$ cat src/rtl/slot_mapper_ex.sv
// MSX-style slot decoder with expanded-slot secondary registers and a
// four-segment RAM mapper (I/O ports FCh..FFh) with CPU readback.
module slot_mapper_ex #(
    parameter logic [3:0] EXPANDED = 4'b1000,
    parameter int         SEG_BITS = 3,
    parameter logic [3:0] MAP_SLOT = 4'b1100
) (
    input  logic                   clk,
    input  logic                   reset,
    input  logic [15:0]            addr,
    input  logic [7:0]             d_in,
    input  logic                   mreq_n,
    input  logic                   iorq_n,
    input  logic                   rd_n,
    input  logic                   wr_n,
    input  logic                   m1_n,
    input  logic                   rfrsh_n,
    input  logic [7:0]             prim_sel,
    output logic [3:0]             sltsl_n,
    output logic [1:0]             sub_sel,
    output logic                   map_cs_n,
    output logic [SEG_BITS+13:0]   map_addr,
    output logic [7:0]             d_out,
    output logic                   d_oe
);

    logic [7:0]          ssr_q [4];
    logic [7:0]          ssr_d [4];
    logic [SEG_BITS-1:0] seg_q [4];
    logic [SEG_BITS-1:0] seg_d [4];
    logic                wr_prev_q;
    logic                wr_prev_d;

    logic [1:0] page;
    logic [1:0] slot;
    logic       slot_exp;
    logic       mem_act;
    logic       io_act;
    logic       ssr_acc;
    logic       seg_hit;
    logic       commit;

    always_comb begin
        page     = addr[15:14];
        slot     = prim_sel[{page, 1'b0} +: 2];
        slot_exp = EXPANDED[slot];
        sub_sel  = slot_exp ? ssr_q[slot][{page, 1'b0} +: 2] : 2'b00;
        mem_act  = !mreq_n && rfrsh_n;
        // m1_n low on an I/O cycle is interrupt acknowledge, not a port access
        io_act   = !iorq_n && m1_n;
        // FFFFh in an expanded slot reaches the SSR, never the slot itself
        ssr_acc  = mem_act && slot_exp && (addr == 16'hFFFF) && (!rd_n || !wr_n);
        seg_hit  = io_act && (addr[7:2] == 6'h3F);

        // Edge-detect the write strobe so a held strobe commits once
        wr_prev_d = !wr_n && (mem_act || io_act);
        commit    = wr_prev_d && !wr_prev_q;

        ssr_d = ssr_q;
        if (commit && ssr_acc) begin
            ssr_d[slot] = d_in;
        end
        seg_d = seg_q;
        if (commit && seg_hit) begin
            seg_d[addr[1:0]] = d_in[SEG_BITS-1:0];
        end

        sltsl_n = 4'hF;
        if (mem_act && !ssr_acc) begin
            sltsl_n[slot] = 1'b0;
        end
        map_cs_n = !(mem_act && !ssr_acc && ({slot, sub_sel} == MAP_SLOT));
        map_addr = {seg_q[page], addr[13:0]};

        d_out = 8'hFF;
        d_oe  = 1'b0;
        if (ssr_acc && !rd_n) begin
            d_out = ~ssr_q[slot];
            d_oe  = 1'b1;
        end else if (seg_hit && !rd_n) begin
            d_out[SEG_BITS-1:0] = seg_q[addr[1:0]];
            d_oe  = 1'b1;
        end
    end

    always_ff @(posedge clk) begin
        if (reset) begin
            wr_prev_q <= 1'b0;
            for (int i = 0; i < 4; i++) begin
                ssr_q[i] <= 8'h00;
                seg_q[i] <= SEG_BITS'(3 - i);
            end
        end else begin
            wr_prev_q <= wr_prev_d;
            for (int i = 0; i < 4; i++) begin
                ssr_q[i] <= EXPANDED[i] ? ssr_d[i] : 8'h00;
                seg_q[i] <= seg_d[i];
            end
        end
    end

endmodule

$ cat config.mk
export PLATFORM = sky130hd
export DESIGN_NAME = slot_mapper_ex
export DESIGN_NICKNAME = d
export VERILOG_FILES = /design/src/rtl/slot_mapper_ex.sv
export SDC_FILE = /design/constraint.sdc
export NUM_CORES = 1
export LEC_CHECK = 0
export CAP_MARGIN = 40
export CORE_MARGIN = 2
export CORE_UTILIZATION = 34
export CTS_CLUSTER_DIAMETER = 30
export DETAILED_ROUTE_END_ITERATION = 10
export GPL_ROUTABILITY_DRIVEN = 0
export HOLD_SLACK_MARGIN = 0.1
export PLACE_DENSITY_LB_ADDON = 0.25
export SLEW_MARGIN = 20
export SYNTH_ARGS = -nofsm -noshare
export SYNTH_HDL_FRONTEND = slang
export SYNTH_SLANG_ARGS = --single-unit
$ cat constraint.sdc
create_clock -name clk -period 2.5 [get_ports clk]
set_clock_uncertainty 0.05 [all_clocks]
set_input_delay 0.5 -clock clk [delete_from_list [all_inputs] [get_ports clk]]
set_output_delay 0.5 -clock clk [all_outputs]
set_load 0.1 [all_outputs]
* Word level (Yosys, flattened, before mapping)
Index checks and enable logic that the tools add are counted.
** Storage, ports and cells
- Register bits after elaboration :: 45
- Input bits :: 40
- Output and inout port bits :: 33
- Logic and storage cells :: 78
** Cells by class
- $lt $le $gt $ge :: 7
- Equality and inequality tests :: 3
- Shifts and indexed selects :: 2
- Muxes and demuxes :: 26
- Bitwise operators :: 5
- Reductions and logical operators :: 26
** Operators by type and width (number)
- $bwmux 32 :: 1
- $mux 8 :: 3
- $mux 3 :: 7
- $logic_and 1x1->1 :: 17
- $bmux 8 s2 :: 1
- $demux 8 s2 :: 1
- $eq 16x16->1 const B :: 1
- $shiftx 8x4->2 :: 2
- $bmux 3 s2 :: 2
- $bwmux 12 :: 1
- $ge 3x3->1 const B :: 3
- $not 2->3 :: 3
- $not 8->8 :: 1
- $logic_not 1->1 :: 7
- $demux 3 s2 :: 1
- $eq 6x6->1 const B :: 1
- $lt 3x1->1 const B :: 2
- $mux 5 :: 1
- $eq 4x4->1 const B :: 1
- $mux 1 :: 4
- $mux 4 :: 1
- $not 4->4 :: 1
- $lt 2x3->1 const B :: 1
- $bmux 1 s2 :: 1
- 4 further kinds :: 5

* Depth between registers and ports, before layout
- Word-level depth :: 10
- Depth in mapped cells :: 6
- Mapped depth without buffers :: 4

* Worst setup path after synthesis
No wires, ideal clock.
- Path type :: input -> output
- Start :: input port addr[14]
- End :: output port d_out[0]
- Arrival :: 3.114 ns
- Data required time :: 1.950 ns
- Slack :: -1.164 ns
- Stages on the path :: 6
- Path buffers :: 2
- Path through :: buf_6 > mux4_2 > and2_4 > and4_1 > buf_6 > mux2i_1
** On the way
- Cells in the longest elaborated chain, start to end :: 8
- Elaborated cells between the ends (all ways) :: 14
- Classes of those cells :: eq/ne: 1; shift: 1; mux: 6; bitwise: 2; reduce/logical: 4
** Ends and longest elaborated chain
- start: declaration :: line 10 : input logic [15:0] addr,
- $shiftx 8x4->2 :: line 45 : slot = prim_sel[{page, 1'b0} +: 2];
- $bmux 1 s2 :: line 46 : slot_exp = EXPANDED[slot];
- $mux 1 (not written as such) :: line 46
- $logic_and 1x1->1 (3 in a row) :: line 52 : ssr_acc = mem_act && slot_exp && (addr == 16'hFFFF) && (!rd_n || !wr_n);
- $logic_and 1x1->1 :: line 77 : if (ssr_acc && !rd_n) begin
- $mux 3 * :: line 77
- end: declaration :: line 23 : output logic [7:0] d_out,
Mark *: on every way between the ends. The rest lies on a longest branch, timed or not. The select of a mux whose other input is x is not followed.

* Final worst setup path
- Start :: input port prim_sel[1]
- End :: output port d_oe
** On the way
- Cells in the longest elaborated chain, start to end :: 8
** Ends and longest elaborated chain
- start: declaration :: line 18 : input logic [7:0] prim_sel,
- $shiftx 8x4->2 :: line 45
- $bmux 1 s2 :: line 46
- $mux 1 (not written as such) :: line 46
- $logic_and 1x1->1 (3 in a row) :: line 52
- $logic_and 1x1->1 :: line 77
- $mux 1 :: line 77
- end: declaration :: line 24 : output logic d_oe
Every way passes these cells. The select of a mux whose other input is x is not followed.

==> impl_metrics.ini <==
[status]
outcome = finished, final reports clean

[timing]
max_slew.worst_pin.slew_ps = 318.5
finalHoldViolations = 0
report.final.setup_viol = 0
whs_ps = 427.3
maxSlewHeadroom_pct = 78.59
fmaxAchievable_ghz = 0.4070
fin_crit_ps = 2457
slew_viol_final = 0
fin_crit_sh_pct = 98.29

[logic_synthesis]
synth_cells = 163
synth.distinct_cells = 37
synth-seq-area-share_pct = 28.16
synth_warnings = 0
ys_ff_latch = 21
synth_top_area_share_pct = 28.16
avgSynthCellArea_um2 = 9.158
syn_area_um2 = 1493
synth.area.top_cells = dfxtp_1 (28%), mux2i_1 (9.4%), mux4_1 (8.8%), mux4_2 (7.5%), buf_4 (7.0%)
yosysTopAreaCell = dfxtp_1
syn-num-nets = 203

[power]
switching_share_pct = 34.60
p_per_area_nw_per_um2 = 319.5
seqPwrFrac_pct = 35.6
p_total_mw = 0.9426
combPwrFrac_pct = 40.7
peakVddDrop_mv = 0.3909
leakage_nw = 1.239
clock_power_share_pct = 23.7
p_int_mw = 0.6164
switching_power_mw = 0.3262

[die]
initial_core_util_pct = 34.76
ios = 73
die_h_um = 70.26
die_area_um2 = 4936
rows = 24
die_x_um = 70.26
fp.coreArea_um2 = 4294

[clocking]
htree_levels = 1
clk_latency_ps = 260
clockRootBuffer = clkbuf_8
clock-sinks = 21
cts_tree = done
numCtsBuffers = 3
clock_path_buffers = 2
clk_pin_slew_ps = 70

[flow_run]
maxCapViolCount = 0

[setup_path]
worstSetupEndpointType = output port
cp_max_fo = 6
critical_path_class = in -> out
cp_data_arrival_time_ps = 1910
required_ps = 1950
crit_path_start_kind = primary input

[layout]
final_cell_mix = buf_4 (45), buf_12 (33), dfxtp_1 (21), nand2_1 (20), dlygate4sd2_1 (13)
final_common_cell = buf_4
fin_nets = 305
diodes = 0
areaGrowthSynthToFinish_pct = 97.65
layout-drive-gt1-share_pct = 51.89

[global_route]
gr-total-overflow = 0
antenna_found_initial = 0
grt_util_all_layers_pct = 19.36
grt_pass1_wl_mm = 7.769
grt_pass1_vias = 1688
grt_max_degree = 17

[place]
io_buffers = 72
dp_hpwl_mm = 3.777

[detailed_routing]
avgRoutedWirePerCell_um = 15.02
ant_nets = 0
drc = 0
drt-initial-drc-count = 48
wl_mm = 4.747
drt_pre_antenna_iters = 4
vias = 1654
post_drt_via_cell_ratio = 5.234

[min_path]
hold_class = reg -> reg
==> what timing repair did <==
item / in CTS / in global routing
setup buffers: 9 / 2
pin swaps: 13 / 8
hold buffers: 0 / 0
resized for setup: 69 / 18
endpoints found under the setup margin: 19 / 9
==> metrics by stage <==
step                instances  utilization, %  instance area [um2]  setup TNS [ps]  worst slack [ps]
global placement          301           65.01                 2791           -8360            -621.4
CTS                       314           68.62                 2947               0             2.369
finish                    316           68.71                 2950               0             42.73
floorplan                 163               -                 1567           -1596            -313.9
global route              316           68.71                 2950          -6.988            -5.763
detailed placement        301           65.01                 2791           -8613            -632.9
==> state kept, by name (all words and copies together), names as in the netlist <==
signal     flops
ssr_q          8
wr_prev_q      1
seg_q         12
==> worst paths after layout <==
kind	start	to	slack (ps)	cells past startpoint
min reg2reg	seg_q[6]	seg_q[6]	430	2
max reg2reg	wr_prev_q	seg_q[11]	780	5
min	seg_q[6]	seg_q[6]	430	2
max	prim_sel[1]	d_oe	40	6
==> synth_stat cells, drive strengths merged <==
cell type and n:
and3 2, dfxtp 21, clkbuf 5, nand4 4, a31o 3, mux4 10, o31ai 1, nand2 22
or2 1, nand3 9, o21ba 1, and2 1, mux2i 14, nor2b 4, nor2 9, a211oi 2
or4 1, or3 2, o21ai 5, a21o 1, nor4 4, nand2b 3, nor3 7, nand4b 2
and4 2, a21oi 5, inv 2, buf 19, nor3b 1
==> worst max-delay path, stage by stage <==
cell             delay (ps)
clkdlybuf4s15_1         160
mux4_2                  460
and2_4                  180
and4_4                  200
a21o_2                  240
buf_12                  160
==> area by class of cell <==
class / instances / area (um2)
timing repair buffer: 121 / 1369
fill: 315 / 1344
multi-input combinational: 116 / 1044
sequential: 21 / 420.4
tap: 52 / 65.06
clock buffer: 4 / 45.04
inverter: 2 / 7.507
==> power by group through the flow <==
stage	logic, mW	clock network [mW]	registers (mW)
2_1_floorplan	0.201	0	0.343
3_3_place_gp	0.377	0	0.343
3_5_place_dp	0.379	0	0.343
4_1_cts	0.381	0.230	0.335
5_1_grt	0.400	0.242	0.335
6_report	0.384	0.223	0.335
==> layer usage <==
layer  wire length [um]  GRT usage, %  part of all wire [%]  vias to the layer above
li1                   -             -                     -                      788
met1               1937         23.67                    41                      793
met2               2482         35.74                    52                       69
met3                289         3.030                   6.1                        4
met4                 38         3.632                  0.80                        0
met5                  0             0                     0                        -
==> logic make-up (layout without fill, tap and decap cells) <==
group	count (synthesis)	after routing	synth area share [%]
simple gates	74	74	26.66
compound gates	18	18	7.795
buf+inv	26	127	11.65
flops	21	21	28.16
mux	24	24	25.73
Power figures use the tool's default switching activity.
